`config.mk`:
```
export PLATFORM = sky130hd
export DESIGN_NAME = wallace_mult_pipe
export DESIGN_NICKNAME = d
export VERILOG_FILES = /design/src/rtl/wallace_pkg.sv /design/src/rtl/wallace_csa_row.sv /design/src/rtl/wallace_mult_pipe.sv
export SDC_FILE = /design/constraint.sdc
export NUM_CORES = 1
export LEC_CHECK = 0
export BUFFER_PORTS_ARGS = -buffer_cell sky130_fd_sc_hd__buf_2
export CAP_MARGIN = 20
export CORE_MARGIN = 4
export CORE_UTILIZATION = 64
export DETAILED_ROUTE_END_ITERATION = 10
export PLACE_DENSITY = 0.9
export SLEW_MARGIN = 25
export SYNTH_ARGS = -nofsm -noshare
export SYNTH_HDL_FRONTEND = slang
export SYNTH_SLANG_ARGS = --single-unit
```
`constraint.sdc`:
```
create_clock -name clk -period 5.15 [get_ports clk]
set_input_delay 0.2575 -clock clk [delete_from_list [all_inputs] [get_ports clk]]
set_output_delay 0.2575 -clock clk [all_outputs]
set_load 0.1 [all_outputs]
```
`src/rtl/wallace_pkg.sv`:
```
// Shared constants and elaboration helpers for the pipelined Wallace-tree multiplier.
package wallace_pkg;

    localparam int DEF_WIDTH  = 8;
    localparam int DEF_TAG_W  = 4;
    localparam int NUM_STAGES = 3;

    // One 3:2 level turns each full triple of rows into two; leftover rows pass through.
    function automatic int next_rows(input int n);
        return 2 * (n / 3) + n % 3;
    endfunction

    function automatic int rows_at(input int n0, input int lvl);
        int n;
        n = n0;
        for (int i = 0; i < lvl; i++) n = next_rows(n);
        return n;
    endfunction

    function automatic int num_levels(input int n0);
        int n;
        int l;
        n = n0;
        l = 0;
        while (n > 2) begin
            n = next_rows(n);
            l++;
        end
        return l;
    endfunction

endpackage

```
`src/rtl/wallace_csa_row.sv`:
```
// Row of full adders (3:2 compressors) across a full product-width word.
module wallace_csa_row #(
    parameter int WIDTH = 16
) (
    input  logic [WIDTH-1:0] x,
    input  logic [WIDTH-1:0] y,
    input  logic [WIDTH-1:0] z,
    output logic [WIDTH-1:0] sum,
    output logic [WIDTH-1:0] carry
);

    assign sum = x ^ y ^ z;

    // Carries are pre-shifted one column up; the top carry lies outside the modular product.
    assign carry = {(x[WIDTH-2:0] & y[WIDTH-2:0]) |
                    (x[WIDTH-2:0] & z[WIDTH-2:0]) |
                    (y[WIDTH-2:0] & z[WIDTH-2:0]), 1'b0};

endmodule

```
`src/rtl/wallace_mult_pipe.sv`:
```
// Three-stage signed/unsigned multiplier: operand register, Wallace reduction to two rows,
// final carry-propagate add. One global advance stalls every stage together.
module wallace_mult_pipe
    import wallace_pkg::*;
#(
    parameter int WIDTH = DEF_WIDTH,
    parameter int TAG_W = DEF_TAG_W
) (
    input  logic               clk,
    input  logic               rst,
    input  logic               in_valid,
    output logic               in_ready,
    input  logic [WIDTH-1:0]   a,
    input  logic [WIDTH-1:0]   b,
    input  logic               is_signed,
    input  logic [TAG_W-1:0]   in_tag,
    output logic               out_valid,
    input  logic               out_ready,
    output logic [2*WIDTH-1:0] product,
    output logic [TAG_W-1:0]   out_tag
);

    localparam int P    = 2 * WIDTH;
    localparam int NR0  = WIDTH + 1;
    localparam int NLEV = num_levels(NR0);
    localparam logic [P-1:0] BW_CONST = (P'(1) << WIDTH) | (P'(1) << (P - 1));

    if (WIDTH < 4 || WIDTH > 32) begin : g_bad_width
        $error("wallace_mult_pipe: WIDTH out of range");
    end
    if (TAG_W < 1 || TAG_W > 16) begin : g_bad_tag
        $error("wallace_mult_pipe: TAG_W out of range");
    end

    logic             advance;
    logic             v1;
    logic             v2;
    logic             v3;
    logic [WIDTH-1:0] a1;
    logic [WIDTH-1:0] b1;
    logic             sgn1;
    logic [TAG_W-1:0] tag1;
    logic [TAG_W-1:0] tag2;
    logic [P-1:0]     sum2;
    logic [P-1:0]     carry2;
    logic [P-1:0]     tree [NLEV+1][NR0];

    assign advance   = !v3 || out_ready;
    assign in_ready  = advance;
    assign out_valid = v3;

    // Baugh-Wooley: in signed mode, invert every partial-product bit pairing exactly one
    // operand MSB, then add 2^WIDTH + 2^(2*WIDTH-1) through an extra constant row.
    for (genvar i = 0; i < WIDTH; i++) begin : g_pp
        localparam logic [WIDTH-1:0] INV = (i == WIDTH - 1) ? {1'b0, {(WIDTH-1){1'b1}}}
                                                            : {1'b1, {(WIDTH-1){1'b0}}};
        logic [WIDTH-1:0] row;
        assign row        = (a1 & {WIDTH{b1[i]}}) ^ (sgn1 ? INV : '0);
        assign tree[0][i] = {{WIDTH{1'b0}}, row} << i;
    end
    assign tree[0][WIDTH] = sgn1 ? BW_CONST : '0;

    for (genvar k = 1; k <= NLEV; k++) begin : g_lvl
        localparam int NP = rows_at(NR0, k - 1);
        localparam int NG = NP / 3;
        localparam int NN = rows_at(NR0, k);
        for (genvar g = 0; g < NG; g++) begin : g_csa
            wallace_csa_row #(.WIDTH(P)) u_row (
                .x    (tree[k-1][3*g]),
                .y    (tree[k-1][3*g+1]),
                .z    (tree[k-1][3*g+2]),
                .sum  (tree[k][2*g]),
                .carry(tree[k][2*g+1])
            );
        end
        for (genvar r = 0; r < NP % 3; r++) begin : g_pass
            assign tree[k][2*NG+r] = tree[k-1][3*NG+r];
        end
        for (genvar u = NN; u < NR0; u++) begin : g_zero
            assign tree[k][u] = '0;
        end
    end

    always_ff @(posedge clk) begin
        if (rst) begin
            v1   <= 1'b0;
            a1   <= '0;
            b1   <= '0;
            sgn1 <= 1'b0;
            tag1 <= '0;
        end else if (advance) begin
            v1   <= in_valid;
            a1   <= a;
            b1   <= b;
            sgn1 <= is_signed;
            tag1 <= in_tag;
        end
    end

    always_ff @(posedge clk) begin
        if (rst) begin
            v2     <= 1'b0;
            sum2   <= '0;
            carry2 <= '0;
            tag2   <= '0;
        end else if (advance) begin
            v2     <= v1;
            sum2   <= tree[NLEV][0];
            carry2 <= tree[NLEV][1];
            tag2   <= tag1;
        end
    end

    always_ff @(posedge clk) begin
        if (rst) begin
            v3      <= 1'b0;
            product <= '0;
            out_tag <= '0;
        end else if (advance) begin
            v3      <= v2;
            product <= sum2 + carry2;
            out_tag <= tag2;
        end
    end

endmodule

```
==> metrics.md <==
| Metric | Value |
|---|---|
| # setup viols final | 0 |
| Worst path required time | 5430 ps |
| Post-Syn Area | 4710 um^2 |
| Total clock sinks | 75 |
| Fill cell count | 520 |
| Period utilisation layout | 0.667 |
| Cell Pwr Density | 287 nW/um^2 |
| Root buffer cell | clkbuf_8 |
| Reg2Reg Depth | 8 |
| DR vias/cell | 5.50 |
| Final hold vios | 0 |
| Worst-path clk slew | 90 ps |
| GR Overflow Total | 0 |
| Startpoint Class | register |
| Distinct cells, synth | 34 |
| Die Area | 8790 um^2 |
| XOR/XNOR Fraction of Synth Area | 0.0316 |
| Worst hold path class | in -> reg |
| Max Cap Viol | 0 |
| Commonest non-fill, non-tap cell in the layout | nand2_1 |
| Final Max Slew Viols | 0 |
| Crit path kind | reg -> reg |
| Net Count, Synth | ~670 |
| Compound-gate portion of the synthesized area | 0.114 |
| CTS Buf Count | 9 |
| Min cycle time layout | 3430 ps |
| Actual slew at the worst max-slew pin | 801 ps |
| Max Fclk | between 0.2 and 0.3 GHz |
| Post-synthesis mux area share | 0.00638 |
| Crit-path max FO | 16 |
| Slew margin rel. | 0.465 |
| P_leak | roughly 2.3 nW |
| DR vias | 3852 |
| Worst Skew | 7.52 ps |
| Initial Util | 0.674 |
| Rows | 30 |
| Die span in y | 93.8 um |
| Status | finished, final reports clean |
| Layout cells sized above 1 | 0.114 |
| Detailed Place HPWL | a little under 7000 um |
| Synth warn | 0 |
| Simple-gate share of the synthesized area | 0.215 |
| WP data arrival | 3720 ps |
| Antenna-violating nets left | 0 |
| I/O pins | 47 |
| Antenna violations before repair | 0 |
| Iteration-0 DRC Markers | 192 |
| GRT Util Overall | 0.234 |
| Synth Instances | 575 |
| Core box area | 6980 um^2 |
| Worst R2R Setup Slack | 1720 ps |
| Chip Width | 93.8 um |
| 1st-pass router iterations | 5 |
| Final core occ | 0.736 |
| Max clock buf depth | 2 |
| Residual DRC | 0 |
| Peak VDD IR | 0.000184 V |
| Post-synth EDFFs | 0 |
| Vias in the first global route | about 3700 |
| Top_reg_cell synth | dfxtp_1 |
| Post-synthesis register bit count | 75 |
| DR WL/cell | 14.0 um |
| Area Growth Syn to Fin | 9.25% |
| Nets | 695 |
| Hold_buf cts | 0 |
| Final wirelength | 9810 um |
| Gpl congestion | 0.851 |
| Postcts setup bufs | 0 |
| Synth Area in Adders | 0.249 |
| Pin count of the biggest net entering global routing | 82 |
| Post-CTS Resized | 0 |
| Syn Area/Cell | 8.18 um^2 |
| PortBufs | 46 |
| Crit path capture | sum2[7] |
| Crit. End Element | register |
| FFs w/ async S/R, synth | 0 |
| Setup TNS | 0 ps |
| CTS tree | yes |
| CTS H-tree lvls | 3 |
| Most frequent cells in the layout | nand2_1 (163), dfxtp_1 (75), a21oi_1 (71) |
| Worst-Skew Late Latency | 360 ps |
| Seq/Total Area, Yosys | 0.319 |
| Number of diodes | 0 |
| Reg-to-Reg Start | sgn1 |
| Origin of the worst setup path | sgn1 |
| First-pass GRT wire length | 16600 um |
| Unrepaired setup endpoints after global routing | no |
| R2R Path End | sum2[7] |
| Largest family of logic cells by synthesized area | adder cells |
## cell families (layout without fill, tap and decap cells)
group,after synthesis,in the layout
buf+inv,81,110
simple gates,231,231
xor+xnor,17,17
compound gates,97,97
fa+ha+maj,71,71
mux,3,3
flops,75,75
## final cells by class
cell class / instances / area, um^2 / share of cell area
clock buffer: 9 / 124 / 0.0241
clock inverter: 7 / 70.1 / 0.0136
inverter: 45 / 169 / 0.0329
multi-input combinational: 419 / 2900 / 0.565
sequential: 75 / 1500 / 0.292
tap: 96 / 120 / 0.0234
timing repair buffer: 49 / 253 / 0.0492
## sequential cells by signal (all words and copies together) (netlist names)
| signal | count |
|---|---|
| tag2 | 4 |
| carry2 | 11 |
| out_tag | 4 |
| sgn1 | 1 |
| sum2 | 16 |
| out_valid | 1 |
| v2 | 1 |
| tag1 | 4 |
| a1 | 8 |
| b1 | 8 |
| v1 | 1 |
| product | 16 |
## cells in the mapped netlist, drive strengths merged, types with 3 or more instances
| cell | count | area [um^2] |
|---|---|---|
| nand2 | 163 | 612 |
| dfxtp | 75 | 1500 |
| a21oi | 71 | 355 |
| inv | 45 | 169 |
| fa | 38 | 761 |
| clkbuf | 33 | 124 |
| ha | 33 | 413 |
| and2 | 32 | 200 |
| nor2 | 16 | 60.1 |
| xnor2 | 13 | 114 |
| o21ai | 10 | 50.1 |
| a211oi | 6 | 45.0 |
| nor3 | 4 | 20.0 |
| xor2 | 4 | 35.0 |
| buf | 3 | 15.0 |
| mux2i | 3 | 30.0 |
| nand3 | 3 | 15.0 |
| nor4b | 3 | 26.3 |
## metrics by stage
| stage | cells | worst slack (ps) | area (um^2) | total power, mW | hold WS (ps) |
|---|---|---|---|---|---|
| 2_1_floorplan | 575 | 2110 | 4710 | 0.964 | 398 |
| 6_report | 700 | 1720 | 5140 | 1.47 | 132 |
| 5_1_grt | 700 | 1620 | 5140 | 1.55 | 130 |
| 3_3_place_gp | 684 | 1840 | 4950 | 1.03 | 435 |
| 3_5_place_dp | 684 | 1750 | 4950 | 1.05 | 440 |
| 4_1_cts | 700 | 1720 | 5140 | 1.48 | 122 |
## metal layers
metal,part of all wire,track usage
met1,0.40,0.282
met4,0.011,0.0493
met3,0.043,0.0521
met5,0,0
met2,0.54,0.426
## critical path: stages, from the launching register on
cell and delay, ps:
dfxtp_1 850, xor2_1 240, fa_1 460, fa_1 500, inv_1 60, fa_1 500, fa_1 540, nand2_1 50
a21oi_1 160
## report_power, final
group	switching [mW]	total [mW]	internal, mW
logic	0.244	0.365	0.121
clock network	0.254	0.441	0.187
registers	0.0427	0.668	0.626
total	0.540	1.47	0.934
## worst min-delay path by stage
stage,startpoint,endpoint,slack (ps),depth (start not counted)
5_1_grt,in_tag[3],tag1[3],130,3
4_1_cts,in_tag[1],tag1[1],120,3
3_5_place_dp,product[4],product[4],440,2
3_3_place_gp,out_tag[2],out_tag[2],430,2
2_1_floorplan,a[0],a1[0],400,2
6_report,in_tag[1],tag1[1],130,3
(Power assumes the default switching activity.)
